## config.mk

```make
export PLATFORM = sky130hd
export DESIGN_NAME = mips_multicycle_ctrl
export DESIGN_NICKNAME = d
export VERILOG_FILES = /design/src/rtl/mips_ctrl_pkg.sv /design/src/rtl/mips_alu_decode.sv /design/src/rtl/mips_multicycle_ctrl.sv
export SDC_FILE = /design/constraint.sdc
export NUM_CORES = 1
export LEC_CHECK = 0
export BUFFER_PORTS_ARGS = -buffer_cell sky130_fd_sc_hd__buf_2
export CORE_UTILIZATION = 42
export CTS_CLUSTER_SIZE = 24
export DETAILED_ROUTE_END_ITERATION = 12
export GPL_ROUTABILITY_DRIVEN = 0
export PLACE_DENSITY = 0.67
export SKIP_CTS_REPAIR_TIMING = 1
export SYNTH_ARGS = -nofsm -noshare
export SYNTH_HDL_FRONTEND = slang
export SYNTH_HIERARCHICAL = 1
export SYNTH_SLANG_ARGS = --single-unit
```

## constraint.sdc

```tcl
create_clock -name clock -period 3.3 [get_ports clock]
set_input_delay 0.825 -clock clock [delete_from_list [all_inputs] [get_ports clock]]
set_output_delay 0.825 -clock clock [all_outputs]
set_load 0.03 [all_outputs]
```

## src/rtl/mips_ctrl_pkg.sv

```systemverilog
// Shared encodings for the multi-cycle MIPS control unit: states, opcodes,
// funct codes, ALU operations and datapath mux selects.
package mips_ctrl_pkg;

   typedef enum logic [3:0] {
      S_FETCH    = 4'd0,
      S_DECODE   = 4'd1,
      S_MEM_ADDR = 4'd2,
      S_MEM_RD   = 4'd3,
      S_MEM_WB   = 4'd4,
      S_MEM_WR   = 4'd5,
      S_R_EX     = 4'd6,
      S_R_WB     = 4'd7,
      S_BRANCH   = 4'd8,
      S_JUMP     = 4'd9,
      S_I_EX     = 4'd10,
      S_I_WB     = 4'd11,
      S_HALT     = 4'd15
   } state_e;

   // What the ALU is doing in the current state; resolved to alu_ctrl by mips_alu_decode.
   typedef enum logic [2:0] {
      CLS_NONE,
      CLS_ADD,
      CLS_SUB,
      CLS_R,
      CLS_I
   } alu_class_e;

   localparam logic [5:0] OP_RTYPE = 6'b000000;
   localparam logic [5:0] OP_J     = 6'b000010;
   localparam logic [5:0] OP_BEQ   = 6'b000100;
   localparam logic [5:0] OP_BNE   = 6'b000101;
   localparam logic [5:0] OP_ADDI  = 6'b001000;
   localparam logic [5:0] OP_SLTI  = 6'b001010;
   localparam logic [5:0] OP_ANDI  = 6'b001100;
   localparam logic [5:0] OP_ORI   = 6'b001101;
   localparam logic [5:0] OP_LW    = 6'b100011;
   localparam logic [5:0] OP_SW    = 6'b101011;

   localparam logic [5:0] FN_ADD = 6'b100000;
   localparam logic [5:0] FN_SUB = 6'b100010;
   localparam logic [5:0] FN_AND = 6'b100100;
   localparam logic [5:0] FN_OR  = 6'b100101;
   localparam logic [5:0] FN_SLT = 6'b101010;

   localparam logic [2:0] ALU_AND = 3'b000;
   localparam logic [2:0] ALU_OR  = 3'b001;
   localparam logic [2:0] ALU_ADD = 3'b010;
   localparam logic [2:0] ALU_SUB = 3'b110;
   localparam logic [2:0] ALU_SLT = 3'b111;

   localparam logic [1:0] SRCB_B      = 2'b00;
   localparam logic [1:0] SRCB_FOUR   = 2'b01;
   localparam logic [1:0] SRCB_IMM    = 2'b10;
   localparam logic [1:0] SRCB_IMM_SH = 2'b11;

   localparam logic [1:0] PCSRC_ALU    = 2'b00;
   localparam logic [1:0] PCSRC_ALUOUT = 2'b01;
   localparam logic [1:0] PCSRC_JUMP   = 2'b10;

   // States whose exit completes an instruction.
   function automatic logic is_retire_state(input state_e s);
      return (s == S_MEM_WB) || (s == S_MEM_WR) || (s == S_R_WB) ||
             (s == S_BRANCH) || (s == S_JUMP)   || (s == S_I_WB);
   endfunction

endpackage

```

## src/rtl/mips_alu_decode.sv

```systemverilog
// Combinational ALU operation decode from state class, opcode and funct.
module mips_alu_decode
   import mips_ctrl_pkg::*;
(
   input  alu_class_e  alu_class,
   input  logic [5:0]  opcode,
   input  logic [5:0]  funct,
   output logic [2:0]  alu_ctrl,
   output logic        funct_illegal
);

   always_comb begin
      alu_ctrl      = ALU_AND;
      funct_illegal = 1'b0;
      case (alu_class)
         CLS_ADD: alu_ctrl = ALU_ADD;
         CLS_SUB: alu_ctrl = ALU_SUB;
         CLS_R: begin
            case (funct)
               FN_ADD:  alu_ctrl = ALU_ADD;
               FN_SUB:  alu_ctrl = ALU_SUB;
               FN_AND:  alu_ctrl = ALU_AND;
               FN_OR:   alu_ctrl = ALU_OR;
               FN_SLT:  alu_ctrl = ALU_SLT;
               default: funct_illegal = 1'b1;
            endcase
         end
         CLS_I: begin
            case (opcode)
               OP_ADDI: alu_ctrl = ALU_ADD;
               OP_ANDI: alu_ctrl = ALU_AND;
               OP_ORI:  alu_ctrl = ALU_OR;
               OP_SLTI: alu_ctrl = ALU_SLT;
               default: alu_ctrl = ALU_AND;
            endcase
         end
         default: alu_ctrl = ALU_AND;
      endcase
   end

endmodule

```

## src/rtl/mips_multicycle_ctrl.sv

```systemverilog
// Moore control FSM for the multi-cycle MIPS datapath with retired-instruction counter.
// Optional macro MIPS_CTRL_BNE_EN adds bne decoding through the BRANCH state.
module mips_multicycle_ctrl
   import mips_ctrl_pkg::*;
#(
   parameter bit HALT_ON_ILLEGAL = 1'b1,
   parameter int CNT_W           = 32
) (
   input  logic             clock,
   input  logic             reset,
   input  logic [5:0]       opcode,
   input  logic [5:0]       funct,
   input  logic             zero,
   output logic             pc_en,
   output logic             i_or_d,
   output logic             mem_read,
   output logic             mem_write,
   output logic             ir_write,
   output logic             reg_dst,
   output logic             mem_to_reg,
   output logic             reg_write,
   output logic             alu_src_a,
   output logic [1:0]       alu_src_b,
   output logic [2:0]       alu_ctrl,
   output logic [1:0]       pc_source,
   output logic [3:0]       state,
   output logic             illegal,
   output logic [CNT_W-1:0] retired
);

   state_e     cur, nxt;
   alu_class_e alu_class;
   logic       funct_illegal;
   logic       pc_write, pc_write_cond, branch_taken;
   state_e     illegal_dest;

   assign illegal_dest = HALT_ON_ILLEGAL ? S_HALT : S_FETCH;
   assign state        = cur;

   mips_alu_decode u_alu_decode (
      .alu_class     (alu_class),
      .opcode        (opcode),
      .funct         (funct),
      .alu_ctrl      (alu_ctrl),
      .funct_illegal (funct_illegal)
   );

   always_ff @(posedge clock or posedge reset) begin
      if (reset) cur <= S_FETCH;
      else       cur <= nxt;
   end

   always_comb begin
      nxt = cur;
      case (cur)
         S_FETCH:  nxt = S_DECODE;
         S_DECODE: begin
            case (opcode)
               OP_LW, OP_SW:                      nxt = S_MEM_ADDR;
               OP_RTYPE:                          nxt = S_R_EX;
               OP_BEQ:                            nxt = S_BRANCH;
`ifdef MIPS_CTRL_BNE_EN
               OP_BNE:                            nxt = S_BRANCH;
`endif
               OP_J:                              nxt = S_JUMP;
               OP_ADDI, OP_ANDI, OP_ORI, OP_SLTI: nxt = S_I_EX;
               default:                           nxt = illegal_dest;
            endcase
         end
         S_MEM_ADDR: nxt = (opcode == OP_SW) ? S_MEM_WR : S_MEM_RD;
         S_MEM_RD:   nxt = S_MEM_WB;
         S_R_EX:     nxt = funct_illegal ? illegal_dest : S_R_WB;
         S_I_EX:     nxt = S_I_WB;
         S_HALT:     nxt = S_HALT;
         default:    nxt = S_FETCH;
      endcase
   end

`ifdef MIPS_CTRL_BNE_EN
   assign branch_taken = (opcode == OP_BNE) ? ~zero : zero;
`else
   assign branch_taken = zero;
`endif

   always_comb begin
      pc_write      = 1'b0;
      pc_write_cond = 1'b0;
      i_or_d        = 1'b0;
      mem_read      = 1'b0;
      mem_write     = 1'b0;
      ir_write      = 1'b0;
      reg_dst       = 1'b0;
      mem_to_reg    = 1'b0;
      reg_write     = 1'b0;
      alu_src_a     = 1'b0;
      alu_src_b     = SRCB_B;
      pc_source     = PCSRC_ALU;
      alu_class     = CLS_NONE;
      illegal       = 1'b0;
      case (cur)
         S_FETCH: begin
            mem_read  = 1'b1;
            ir_write  = 1'b1;
            alu_src_b = SRCB_FOUR;
            alu_class = CLS_ADD;
            pc_write  = 1'b1;
         end
         S_DECODE: begin
            alu_src_b = SRCB_IMM_SH;
            alu_class = CLS_ADD;
         end
         S_MEM_ADDR: begin
            alu_src_a = 1'b1;
            alu_src_b = SRCB_IMM;
            alu_class = CLS_ADD;
         end
         S_MEM_RD: begin
            mem_read = 1'b1;
            i_or_d   = 1'b1;
         end
         S_MEM_WB: begin
            reg_write  = 1'b1;
            mem_to_reg = 1'b1;
         end
         S_MEM_WR: begin
            mem_write = 1'b1;
            i_or_d    = 1'b1;
         end
         S_R_EX: begin
            alu_src_a = 1'b1;
            alu_class = CLS_R;
         end
         S_R_WB: begin
            reg_write = 1'b1;
            reg_dst   = 1'b1;
         end
         S_BRANCH: begin
            alu_src_a     = 1'b1;
            alu_class     = CLS_SUB;
            pc_write_cond = 1'b1;
            pc_source     = PCSRC_ALUOUT;
         end
         S_JUMP: begin
            pc_write  = 1'b1;
            pc_source = PCSRC_JUMP;
         end
         S_I_EX: begin
            alu_src_a = 1'b1;
            alu_src_b = SRCB_IMM;
            alu_class = CLS_I;
         end
         S_I_WB:  reg_write = 1'b1;
         S_HALT:  illegal   = 1'b1;
         default: ;
      endcase
   end

   assign pc_en = pc_write | (pc_write_cond & branch_taken);

   always_ff @(posedge clock or posedge reset) begin
      if (reset)                     retired <= '0;
      else if (is_retire_state(cur)) retired <= retired + CNT_W'(1);
   end

endmodule

```

After elaboration in Yosys (flattened, before gate mapping)
Index checks and enable logic that the tools add are counted.
Cells by class
  add/sub/neg operators: 1
  $mul: 0
  div/mod/pow operators: 0
  $lt $le $gt $ge: 0
  equality and inequality tests: 29
  shift-type cells: 0
  muxes and demuxes: 23
  bitwise operators: 2
  reductions and logical operators: 17
Operator list (count)
  6-bit equality test (second input constant): 7
  3-bit case mux with 4 select lines: 3
  32-bit by 1-bit adder with 32-bit output (second input constant): 1
  4-bit case mux with 7 select lines: 1
  6-bit by 4-bit equality test with 1-bit output (second input constant): 4
  4-bit equality test (second input constant): 5
  4-bit case mux with 5 select lines: 1
  4-bit by 3-bit equality test with 1-bit output (second input constant): 4
  1-bit two-way mux: 13
  2-bit OR reduction: 5
  3-bit case mux with 3 select lines: 1
  4-bit by 2-bit equality test with 1-bit output (second input constant): 2
  4-bit OR reduction: 2
  3-bit by 2-bit equality test with 1-bit output (second input constant): 2
  6-bit by 2-bit equality test with 1-bit output (second input constant): 1
  6-bit by 3-bit equality test with 1-bit output (second input constant): 1
  6-bit zero test: 1
  2-bit case mux with 3 select lines: 1
  3-bit OR reduction: 2
  1-bit logical OR: 5
  5-bit OR reduction: 1
  4-bit by 1-bit equality test with 1-bit output (second input constant): 1
  4-bit zero test: 1
  4-bit two-way mux: 1
  6 further kinds: 6
Storage, ports and cells
  register bits: 36
  bits in latches: 0
  RAM bits: 0
  memory bits (read-only): 0
  bits of input ports: 15
  output and inout port bits: 53
  memories kept: 0

Longest topological paths before layout
Gate-level depths: netlist of run 1.
  word-level depth: 7
  depth in mapped cells: 11
  depth with buffers taken out: 10

Modules after synthesis
The synthesis of run 1 kept the hierarchy.
By module, submodules not included
  mips_multicycle_ctrl: times used 1, cells each 208, area each 1988.2 um^2, sequential area each 900.9 um^2
  mips_alu_decode: times used 1, cells each 26, area each 183.9 um^2, sequential area each 0.0 um^2

Worst setup path before layout of run 1
Ideal clock, no wire load.
  path kind: reg-to-output
  from: reg cur[3], in the netlist state[3]
  to: out pc_en
  arrival: 2.621 ns
  required time: 2.475 ns
  path slack: -0.146 ns
  cell stages (with the launch flop): 4
  cells stage by stage: dfrtp_1 clkbuf_1 inv_1 a2111oi_0
Between the ends
  longest elaborated chain between the ends: 4
  elaborated cells on any way between the ends: 8
  those cells by class: eq/ne (2); mux (2); bitwise (2); reduce/logical (2)
Ends and longest elaborated chain
  start: declaration: RTL line mips_multicycle_ctrl.sv:31  | state_e cur, nxt;
  start signal: assignment: RTL line mips_multicycle_ctrl.sv:50  | else cur <= nxt;
  4-bit equality test or 4-bit zero test (tied branches): RTL line mips_multicycle_ctrl.sv:100  | case (cur)
  2-bit OR reduction (no source line) or 1-bit two-way mux (tied branches)
  1-bit two-way mux or 1-bit AND (tied branches): RTL line mips_multicycle_ctrl.sv:100, mips_multicycle_ctrl.sv:158
  1-bit bitwise OR *: RTL line mips_multicycle_ctrl.sv:158  | assign pc_en = pc_write | (pc_write_cond & branch_taken);
  end: declaration: RTL line mips_multicycle_ctrl.sv:14  | output logic pc_en,
Every way passes the cells marked *; elsewhere a longest branch is shown, timed or not.

Worst setup path in the final report of run 1
  from: reg cur[1], in the netlist state[1]
  to: out alu_ctrl[0]
Between the ends
  longest elaborated chain between the ends: 5
  elaborated cells on any way between the ends: 13
  those cells by class: eq/ne (9); mux (2); reduce/logical (2)
Ends and longest elaborated chain
  4-bit by 2-bit equality test with 1-bit output (tied with other cells): RTL line mips_multicycle_ctrl.sv:100
  3-bit OR reduction (no source line)
  3-bit case mux with 4 select lines *: RTL line mips_multicycle_ctrl.sv:100
  via alu_class[1]: RTL line mips_multicycle_ctrl.sv:32  | alu_class_e alu_class;
  3-bit equality test (tied with other cells): RTL line mips_alu_decode.sv:15  | case (alu_class)
  3-bit case mux with 4 select lines *: RTL line mips_alu_decode.sv:15
  end: declaration: RTL line mips_multicycle_ctrl.sv:24  | output logic [2:0] alu_ctrl,
The timed path passes the listed nets; every way through them passes the cells marked *.

==> run summary, run 1 <==
## Run status
* **outcome** complete, no violations

## Yosys
* **post-synthesis cell type count** 49
* **Synth Cell Area** 2172 µm²
* **share of synthesized area occupied by flip-flops and latches** 41.47%
* **number of nets in the synthesized netlist** 250
* **synthesis-stage register bit count** 36
* **Gate Count Post-Synth** 234
* **Top FF cell, synth** sky130_fd_sc_hd__dfrtp_1
* **Yosys warnings** 6
* **async set or reset register ratio after synthesis** 100.0%
* **number of flops mapped to enable cells by yosys** 0
* **Mapped Avg Cell Area** 9.282 µm²

## Timing
* **final critical path time including I/O delays and setup** 3.107 ns
* **number of slew-limit violations in the final report** 0
* **maximum clock frequency** 321.9 MHz
* **unrepaired setup endpoints after global routing** no
* **Hold Vio Cnt, Final** 0
* **final worst clock skew** 0.008321 ns
* **worst slew margin relative to its limit** 59.64%
* **Final Cycle Share** 94.15%
* **setup violators final** 0
* **total negative setup slack** 0 ns
* **pin slew with the least headroom to its limit** 0.6041 ns

## CTS
* **clock buffer depth** 2
* **clock-pin slew on the worst setup and hold paths** 0.07 ns
* **count of clock tree sinks** 36
* **TritonCTS Buffers** 5
* **clk_lat worst skew** 0.28 ns
* **Clk Tree Root Cell** sky130_fd_sc_hd__clkbuf_8
* **TritonCTS clock tree** done
* **H-tree lvl count** 2

## Routing
* **final wirelength** 4636 µm
* **number of nets with antenna violations after routing** 0
* **routed wire length per instance** 12.53 µm
* **Detailed Routing Iterations Pass 1** 4
* **detailed-route vias per instance** 5.173
* **DRC violation count after routing** 0
* **total number of vias** 1914
* **DRC violation total after the first TritonRoute iteration** 82

## Floorplanning
* **ports placed on the boundary** 68
* **Cell Rows** 25
* **Die ar.** 5463 µm²
* **initial core utilization** 44.80%
* **die height** 73.92 µm
* **core region area** 4848 µm²
* **x dimension of the die** 73.92 µm

## Cells and area
* **proportion of layout cells with a drive suffix above 1** 28.38%
* **final cell count without fillers** 370
* **Area growth, synth to finish** 23.04%
* **final instance area** 2673 µm²
* **commonest non-fill, non-tap cell in the layout** sky130_fd_sc_hd__buf_2
* **core utilization of the finished layout** 55.12%
* **highest-count cells in the layout ignoring fill and taps** 67 x sky130_fd_sc_hd__buf_2, 36 x sky130_fd_sc_hd__dfrtp_1, 23 x sky130_fd_sc_hd__nor2_1, 22 x sky130_fd_sc_hd__xnor2_1, 21 x sky130_fd_sc_hd__nand2_1
* **number of nets in the layout** 319
* **ANT cells** 0

## Critical path
* **biggest fanout along the worst timing path** 18
* **required time at the endpoint of the critical path** 2.47 ns
* **critical path capture point type** output pin
* **Critical Path Slowest Stage Cell** sky130_fd_sc_hd__dfrtp_1
* **Critical Path Start Type** flip-flop
* **critical path, cell by cell** or3_1, a21oi_1, nor2b_1, nand3_1, o22ai_1, buf_2
* **largest stage delay on the critical path** 0.56 ns
* **top cell family by delay on the critical path** simple AND/OR/NAND/NOR gates
* **Worst Setup Path Type** flip-flop to output pin
* **arrival time worst endpoint** 2.28 ns
* **sum of buffers and inverters on the critical path** 1

## Power
* **maximum ir drop on the vdd rail** 0.5314 mV
* **Design Power** 1.943 mW
* **P_leak** 1.331 nW
* **cell area power density** 727.0 nW/µm²

## Global route
* **via count of the first global-routing pass** 1719
* **number of antenna violations at the first check in global routing** 0
* **pin count of the biggest net entering global routing** 37
* **combined global-route utilization of all metal layers** 18.28%
* **global-route wire length before repair** 7721 µm
* **gr ovfl total** 0

## Flow run
* **max-capacitance violation count** 0

## Placed design
* **Port Buf Inserts** 67
* **Post-DP Area** 2576 µm²
* **count of placed standard cells including taps** 363
* **DP Wirelength** 3496 µm

## Hold path
* **classification of the worst-slack hold path** flip-flop to flip-flop

## report_power, final
part	switching (mW)	internal, mW
combinational	0.656	0.335
sequential	0.116	0.501
clock	0.149	0.186
total	0.921	1.02
## synth_stat cells, types with 4 or more instances
cell type,number,share of area (%)
sky130_fd_sc_hd__nand3_1,18,4.1
sky130_fd_sc_hd__clkbuf_1,5,0.86
sky130_fd_sc_hd__nand4_1,7,2.0
sky130_fd_sc_hd__dfrtp_1,36,41
sky130_fd_sc_hd__nand2_1,21,3.6
sky130_fd_sc_hd__and3_1,12,3.5
sky130_fd_sc_hd__xnor2_1,22,8.9
sky130_fd_sc_hd__a21oi_1,7,1.6
sky130_fd_sc_hd__nor2_1,23,4.0
sky130_fd_sc_hd__inv_1,4,0.69
sky130_fd_sc_hd__xor2_1,13,5.2
sky130_fd_sc_hd__nand2b_1,6,1.7
sky130_fd_sc_hd__nor3_1,9,2.1
sky130_fd_sc_hd__nor2b_1,4,1.2
## final cells by class
| cell class | count | area, µm² |
|---|---|---|
| clock buffers | 7 | 96.34 |
| fillers | 458 | 2176 |
| inverters | 4 | 15.01 |
| multi-input cells | 186 | 1219 |
| flip-flops and latches | 36 | 900.9 |
| well taps | 67 | 83.83 |
| repair buffers | 70 | 357.8 |
## sequential cells by signal, indices dropped and copies added (netlist names)
signal,flops
retired,32
state,4
## cell families after synthesis
kind of cell	after synthesis	synth area share, %
flip-flops	36	41.47
adder cells (fa/ha/maj)	1	0.5759
AND/OR/NAND/NOR	120	31.28
AO/OA/AOI/OAI	27	8.352
multiplexers	2	0.9792
buffers and inverters	12	2.476
XOR/XNOR	36	14.86
## stage by stage
| step | hold slack, ns | setup WS (ns) |
|---|---|---|
| floorplan | 0.6486 | 0.07339 |
| global placement | 0.4537 | 0.5886 |
| detailed placement | 0.4580 | 0.5305 |
| CTS | 0.4701 | 0.1972 |
| global route | 0.4929 | 0.002684 |
| finish | 0.4666 | 0.1931 |
## worst paths after layout
path	from	endpoint	slack (ns)	cells after the start
max	state[1]$_DFF_PP0_	alu_ctrl[0]	0.19	6
min	retired[31]$_DFFE_PP0P_	retired[31]$_DFFE_PP0P_	0.47	1
max reg2reg	state[1]$_DFF_PP0_	state[3]$_DFF_PP0_	1.11	9
min reg2reg	retired[31]$_DFFE_PP0P_	retired[31]$_DFFE_PP0P_	0.47	1
max in group asynchronous	reset	retired[12]$_DFFE_PP0P_	2.34	3
min in group asynchronous	reset	retired[29]$_DFFE_PP0P_	0.64	3
## layer usage
metal | up-vias | GRT usage (%) | share of wire, %
met5 | - | 0 | 0
met1 | 891 | 22.54 | 44
met2 | 53 | 31.41 | 49
met3 | 6 | 4.390 | 5.5
met4 | 0 | 5.769 | 1.3
li1 | 964 | - | -
(Power assumes the default switching activity.)
==> run 2, diff against run 1 <==
--- a/config.mk
+++ b/config.mk
@@ -6,11 +6,14 @@
 export NUM_CORES = 1
 export LEC_CHECK = 0
 export BUFFER_PORTS_ARGS = -buffer_cell sky130_fd_sc_hd__buf_2
-export CORE_UTILIZATION = 42
+export CELL_PAD_IN_SITES_DETAIL_PLACEMENT = 1
+export CELL_PAD_IN_SITES_GLOBAL_PLACEMENT = 1
+export CORE_UTILIZATION = 38
 export CTS_CLUSTER_SIZE = 24
 export DETAILED_ROUTE_END_ITERATION = 12
 export GPL_ROUTABILITY_DRIVEN = 0
-export PLACE_DENSITY = 0.67
+export PLACE_DENSITY = 0.79
+export RECOVER_POWER = 50
 export SKIP_CTS_REPAIR_TIMING = 1
 export SYNTH_ARGS = -nofsm -noshare
 export SYNTH_HDL_FRONTEND = slang
==> run 2 against run 1 <==
Effect of this change:
- the flow now finishes with violations (capacitance limit, slew limit)
- non-clock buffer count increased by 1
- clock-buffer cell count decreased by 2
- register-to-register slack got worse by 0.16 ns
- die area increased by 10%
- critical path depth unchanged
- sequential power decreased by 1%
- routed wire length increased by 30%
- clock power increased by 16%
- cell count increased by 1.9%
- critical endpoint is now alu_ctrl[2]
==> run summary, run 2 (synthesis results as in run 1) <==
## Run status
* **outcome** finished with violations
* **failing checks** capacitance limit, slew limit

## Critical path
* **required time at the endpoint of the critical path** 2.47 ns
* **r2r startpoint** state[2]$_DFF_PP0_
* **critical path, cell by cell** or3_1, a21oi_1, nor2b_1, a41oi_1, o21ai_1, buf_2
* **biggest fanout along the worst timing path** 18
* **critical path capture point type** output pin
* **arrival time worst endpoint** 2.25 ns
* **Critical Path Start Type** flip-flop
* **startpoint of the most critical setup path** state[2]$_DFF_PP0_
* **top cell family by delay on the critical path** simple AND/OR/NAND/NOR gates
* **Critical Path Slowest Stage Cell** sky130_fd_sc_hd__dfrtp_1
* **largest stage delay on the critical path** 0.59 ns
* **Worst Setup Path Type** flip-flop to output pin
* **sum of buffers and inverters on the critical path** 1

## Cells and area
* **highest-count cells in the layout ignoring fill and taps** 45 x sky130_fd_sc_hd__buf_2, 36 x sky130_fd_sc_hd__dfrtp_1, 23 x sky130_fd_sc_hd__xnor2_1, 23 x sky130_fd_sc_hd__nor2_1, 23 x sky130_fd_sc_hd__clkbuf_1
* **area taken by multi-input logic gates** 1211 µm²
* **proportion of layout cells with a drive suffix above 1** 20.98%
* **number of flip-flops in the largest register** 32
* **area occupied by registers** 900.9 µm²
* **commonest non-fill, non-tap cell in the layout** sky130_fd_sc_hd__buf_2
* **ANT cells** 0
* **core utilization of the finished layout** 48.35%
* **Fill cells** 690
* **Reg with most FFs** retired
* **Area growth, synth to finish** 22.58%
* **number of nets in the layout** 320

## CTS
* **Clk Tree Root Cell** sky130_fd_sc_hd__clkbuf_8
* **clk_lat worst skew** 0.29 ns
* **TritonCTS clock tree** done
* **clock-pin slew on the worst setup and hold paths** 0.07 ns
* **count of clock tree sinks** 36
* **TritonCTS Buffers** 5
* **H-tree lvl count** 2
* **clock buffer depth** 2

## Routing
* **Detailed Routing Iterations Pass 1** 4
* **DRC violation total after the first TritonRoute iteration** 61
* **DR top layer** met4
* **DRC violation count after routing** 0
* **detailed-route wire length on metal 1** 2704 µm
* **met2 WL post-DR** 3095 µm
* **number of nets with antenna violations after routing** 0
* **Met3 Wirelength** 157 µm
* **total number of vias** 2001
* **final wirelength** 6046 µm
* **routed wire length per instance** 16.04 µm
* **detailed-route vias per instance** 5.308

## Flow run
* **max-capacitance violation count** 1

## Power
* **share of total power in sequential cells** 30.1%
* **P_leak** 1.240 nW
* **cell area power density** 761.6 nW/µm²
* **fraction of power consumed by the clock network** 19.1%
* **switching power** 0.9714 mW
* **maximum ir drop on the vdd rail** 0.5815 mV
* **Design Power** 2.028 mW
* **Int Pwr** 1.056 mW
* **combinational share of power** 50.8%
* **proportion of total power due to net switching** 47.91%

## Hold path
* **classification of the worst-slack hold path** flip-flop to flip-flop
* **source of the worst hold timing path** retired[31]$_DFFE_PP0P_

## Timing
* **final worst clock skew** 0.007380 ns
* **maximum clock frequency** 325.2 MHz
* **Final Cycle Share** 93.20%
* **unrepaired setup endpoints after global routing** no
* **final-layout worst hold slack** 0.4772 ns
* **setup violators final** 0
* **final critical path time including I/O delays and setup** 3.075 ns
* **Hold Vio Cnt, Final** 0
* **pin slew with the least headroom to its limit** 1.968 ns
* **worst slew margin relative to its limit** -31.19%
* **total negative setup slack** 0 ns
* **number of slew-limit violations in the final report** 37

## Floorplanning
* **core region area** 5507 µm²
* **initial core utilization** 39.45%
* **Cell Rows** 27
* **ports placed on the boundary** 68
* **Die ar.** 6023 µm²
* **die height** 77.61 µm
* **x dimension of the die** 77.61 µm

## Global route
* **pin count of the biggest net entering global routing** 37
* **combined global-route utilization of all metal layers** 21.02%
* **via count of the first global-routing pass** 2027
* **global-route wire length before repair** 9970 µm
* **number of antenna violations at the first check in global routing** 0
* **gr ovfl total** 0

## Placed design
* **Port Buf Inserts** 67
* **DP Wirelength** 4626 µm

-- run 2: cell count changes in the layout (fill, tap and decap cells not counted) --
cell                         before  now
sky130_fd_sc_hd__xnor2_1         22   23
sky130_fd_sc_hd__bufinv_16        0    1
sky130_fd_sc_hd__clkbuf_1         0   23
sky130_fd_sc_hd__xnor2_2          1    0
sky130_fd_sc_hd__clkbuf_8         7    5
sky130_fd_sc_hd__buf_2           67   45
sky130_fd_sc_hd__clkinv_2         0    1
sky130_fd_sc_hd__clkinvlp_4       0    1
-- run 2: per-layer routing --
layer	up-vias	GRT usage [%]
met5	-	0
met4	0	7.170
met3	9	3.294
met2	36	36.28
met1	987	26.52
li1	969	-
-- run 2: area by class of cell --
type	count	share of cell area, %
timing repair buffer	71	12.55
sequential	36	33.83
inverter	4	0.5639
clock inverter	3	1.598
multi-input combinational	186	45.49
tap	72	3.383
clock buffer	5	2.585
-- run 2: stage by stage --
stage,instance area (µm²),setup slack (ns),std cells
CTS,2701,0.2153,377
floorplan,2173,0.07339,234
global placement,2590,0.5979,369
detailed placement,2590,0.5518,369
global route,2663,0.07468,377
finish,2663,0.2245,377
-- run 2: final timing paths --
path                       depth (start not counted)  slack [ns]                      end
setup / recovery                                   6        0.22              alu_ctrl[2]
hold / removal                                     1        0.48  retired[31]$_DFFE_PP0P_
setup reg to reg                                   5        0.95  retired[30]$_DFFE_PP0P_
hold reg to reg                                    1        0.48  retired[31]$_DFFE_PP0P_
max in group asynchronous                          3        0.94  retired[30]$_DFFE_PP0P_
min in group asynchronous                          3        1.23  retired[14]$_DFFE_PP0P_
-- run 2: power groups by stage --
stage	clock (mW)	sequential [mW]	combinational [mW]
6_report	0.388	0.610	1.03
5_1_grt	0.413	0.624	1.10
4_1_cts	0.399	0.610	1.05
3_5_place_dp	0	0.618	1.05
3_3_place_gp	0	0.612	1.03
2_1_floorplan	0	0.682	0.676
==> run 3, diff against run 2 <==
--- a/config.mk
+++ b/config.mk
@@ -5,7 +5,7 @@
 export SDC_FILE = /design/constraint.sdc
 export NUM_CORES = 1
 export LEC_CHECK = 0
-export BUFFER_PORTS_ARGS = -buffer_cell sky130_fd_sc_hd__buf_2
+export BUFFER_PORTS_ARGS = -buffer_cell sky130_fd_sc_hd__clkbuf_2
 export CELL_PAD_IN_SITES_DETAIL_PLACEMENT = 1
 export CELL_PAD_IN_SITES_GLOBAL_PLACEMENT = 1
 export CORE_UTILIZATION = 38
@@ -14,6 +14,7 @@
 export GPL_ROUTABILITY_DRIVEN = 0
 export PLACE_DENSITY = 0.79
 export RECOVER_POWER = 50
+export REMOVE_ABC_BUFFERS = 1
 export SKIP_CTS_REPAIR_TIMING = 1
 export SYNTH_ARGS = -nofsm -noshare
 export SYNTH_HDL_FRONTEND = slang
==> run 3 against run 2 <==
Effect of this change:
- the run still ends with capacitance limit, slew limit left
- clock skew increased by 0.0017 ns
- die area unchanged
- via count decreased by 0.25%
- combinational power decreased by 4%
- global-route usage decreased by 2.1 points
- cell count unchanged
- non-clock buffer count unchanged
- total power decreased by 5.7%
- critical path depth unchanged
- sequential power increased by 0.7%
- largest cell class unchanged
==> run summary, run 3 (synthesis results as in run 1) <==
## Run status
* **outcome** finished with violations
* **failing checks** capacitance limit, slew limit

## Routing
* **routed wire length per instance** 14.51 µm
* **Detailed Routing Iterations Pass 1** 4
* **DRC violation count after routing** 0
* **DRC violation total after the first TritonRoute iteration** 58
* **detailed-route vias per instance** 5.294
* **total number of vias** 1996
* **number of nets with antenna violations after routing** 0
* **final wirelength** 5470 µm

## Floorplanning
* **Cell Rows** 27
* **die height** 77.61 µm
* **initial core utilization** 39.45%
* **core region area** 5507 µm²
* **x dimension of the die** 77.61 µm
* **ports placed on the boundary** 68
* **Die ar.** 6023 µm²

## Global route
* **global-route wire length before repair** 9190 µm
* **gr ovfl total** 0
* **combined global-route utilization of all metal layers** 18.96%
* **pin count of the biggest net entering global routing** 37
* **number of antenna violations at the first check in global routing** 0
* **via count of the first global-routing pass** 2014

## Cells and area
* **final instance area** 2620 µm²
* **ANT cells** 0
* **commonest non-fill, non-tap cell in the layout** sky130_fd_sc_hd__clkbuf_2
* **final cell count without fillers** 377
* **number of flip-flops in the largest register** 32
* **highest-count cells in the layout ignoring fill and taps** 48 x sky130_fd_sc_hd__clkbuf_2, 35 x sky130_fd_sc_hd__dfrtp_1, 23 x sky130_fd_sc_hd__xnor2_1, 23 x sky130_fd_sc_hd__nor2_1, 22 x sky130_fd_sc_hd__clkbuf_1
* **proportion of layout cells with a drive suffix above 1** 21.31%
* **number of nets in the layout** 320
* **core utilization of the finished layout** 47.58%
* **Reg with most FFs** retired
* **Area growth, synth to finish** 20.62%

## Placed design
* **count of placed standard cells including taps** 369
* **Port Buf Inserts** 67
* **worst-case setup slack after placement** 0.4862 ns
* **Post-DP Area** 2589 µm²
* **DP Wirelength** 4087 µm

## Timing
* **number of slew-limit violations in the final report** 37
* **final critical path time including I/O delays and setup** 3.061 ns
* **final worst clock skew** 0.009109 ns
* **maximum clock frequency** 326.7 MHz
* **Final Cycle Share** 92.76%
* **Hold Vio Cnt, Final** 0
* **worst setup margin** 0.2390 ns
* **unrepaired setup endpoints after global routing** no
* **setup violators final** 0
* **pin slew with the least headroom to its limit** 1.970 ns
* **worst slew margin relative to its limit** -31.36%

## Critical path
* **worst reg2reg setup slack** 0.50 ns
* **Worst Setup Path Type** flip-flop to output pin
* **top cell family by delay on the critical path** simple AND/OR/NAND/NOR gates
* **sum of buffers and inverters on the critical path** 1
* **largest stage delay on the critical path** 0.53 ns
* **r2r startpoint** state[0]$_DFF_PP0_
* **arrival time worst endpoint** 2.24 ns
* **critical path capture point type** output pin
* **capture instance of the worst register-to-register path** retired[24]$_DFFE_PP0P_
* **cell depth of the worst flop-to-flop path** 6
* **biggest fanout along the worst timing path** 18
* **required time at the endpoint of the critical path** 2.47 ns
* **Critical Path Slowest Stage Cell** sky130_fd_sc_hd__dfrtp_2
* **critical path, cell by cell** or3_1, a21oi_1, nor2b_1, a41oi_1, o21ai_1, clkbuf_2
* **Critical Path Start Type** flip-flop

## CTS
* **H-tree lvl count** 2
* **clock buffer depth** 2
* **Clk Tree Root Cell** sky130_fd_sc_hd__clkbuf_8
* **count of clock tree sinks** 36
* **TritonCTS clock tree** done
* **TritonCTS Buffers** 5
* **clk_lat worst skew** 0.29 ns
* **clock-pin slew on the worst setup and hold paths** 0.08 ns

## Flow run
* **max-capacitance violation count** 1

## Power
* **maximum ir drop on the vdd rail** 0.5786 mV
* **cell area power density** 729.6 nW/µm²
* **P_leak** 1.217 nW
* **Design Power** 1.911 mW

## Hold path
* **hold worst-path end** retired[15]$_DFFE_PP0P_
* **classification of the worst-slack hold path** flip-flop to flip-flop
* **source of the worst hold timing path** retired[15]$_DFFE_PP0P_
* **Worst Hold Depth** 1

## run 3: where the power goes
group	internal, mW	switching, mW	leakage [nW]
logic	0.314	0.670	0.685
clock network	0.147	0.166	0.0479
registers	0.502	0.112	0.485
## run 3: how the worst max path moves through the flow
stage                             from          end  slack [ns]  depth (start not counted)
floorplan           state[3]$_DFF_PP0_        pc_en       -0.03                          2
global placement    state[1]$_DFF_PP0_  alu_ctrl[0]        0.55                          6
detailed placement  state[1]$_DFF_PP0_  alu_ctrl[2]        0.49                          6
CTS                 state[1]$_DFF_PP0_  alu_ctrl[2]        0.14                          6
global route        state[1]$_DFF_PP0_  alu_ctrl[2]        0.07                          6
finish              state[1]$_DFF_PP0_  alu_ctrl[2]        0.24                          6
## run 3: layout make-up
cell class / count / area, µm²
Timing Repair Buffer: 71 / 330.3
Clock inverter: 3 / 18.77
Fill cell: 690 / 2887
Multi-Input combinational cell: 186 / 1195
Inverter: 4 / 15.01
Clock buffer: 5 / 68.82
Tap cell: 72 / 90.09
Sequential cell: 36 / 902.1
## run 3: per-layer routing
| layer | share of wire (%) | global-route usage (%) | vias to the layer above |
|---|---|---|---|
| met5 | 0 | 0 | - |
| li1 | - | - | 970 |
| met4 | 1.3 | 7.170 | 0 |
| met3 | 3.9 | 3.882 | 6 |
| met1 | 46 | 23.82 | 965 |
| met2 | 49 | 31.86 | 55 |
## run 3: stage by stage
step           setup TNS (ns)  hold WS (ns)
6_report                    0        0.4884
5_1_grt                     0        0.5163
4_1_cts                     0        0.4971
3_5_place_dp                0        0.4831
3_3_place_gp                0        0.4547
2_1_floorplan        -0.03435        0.6486
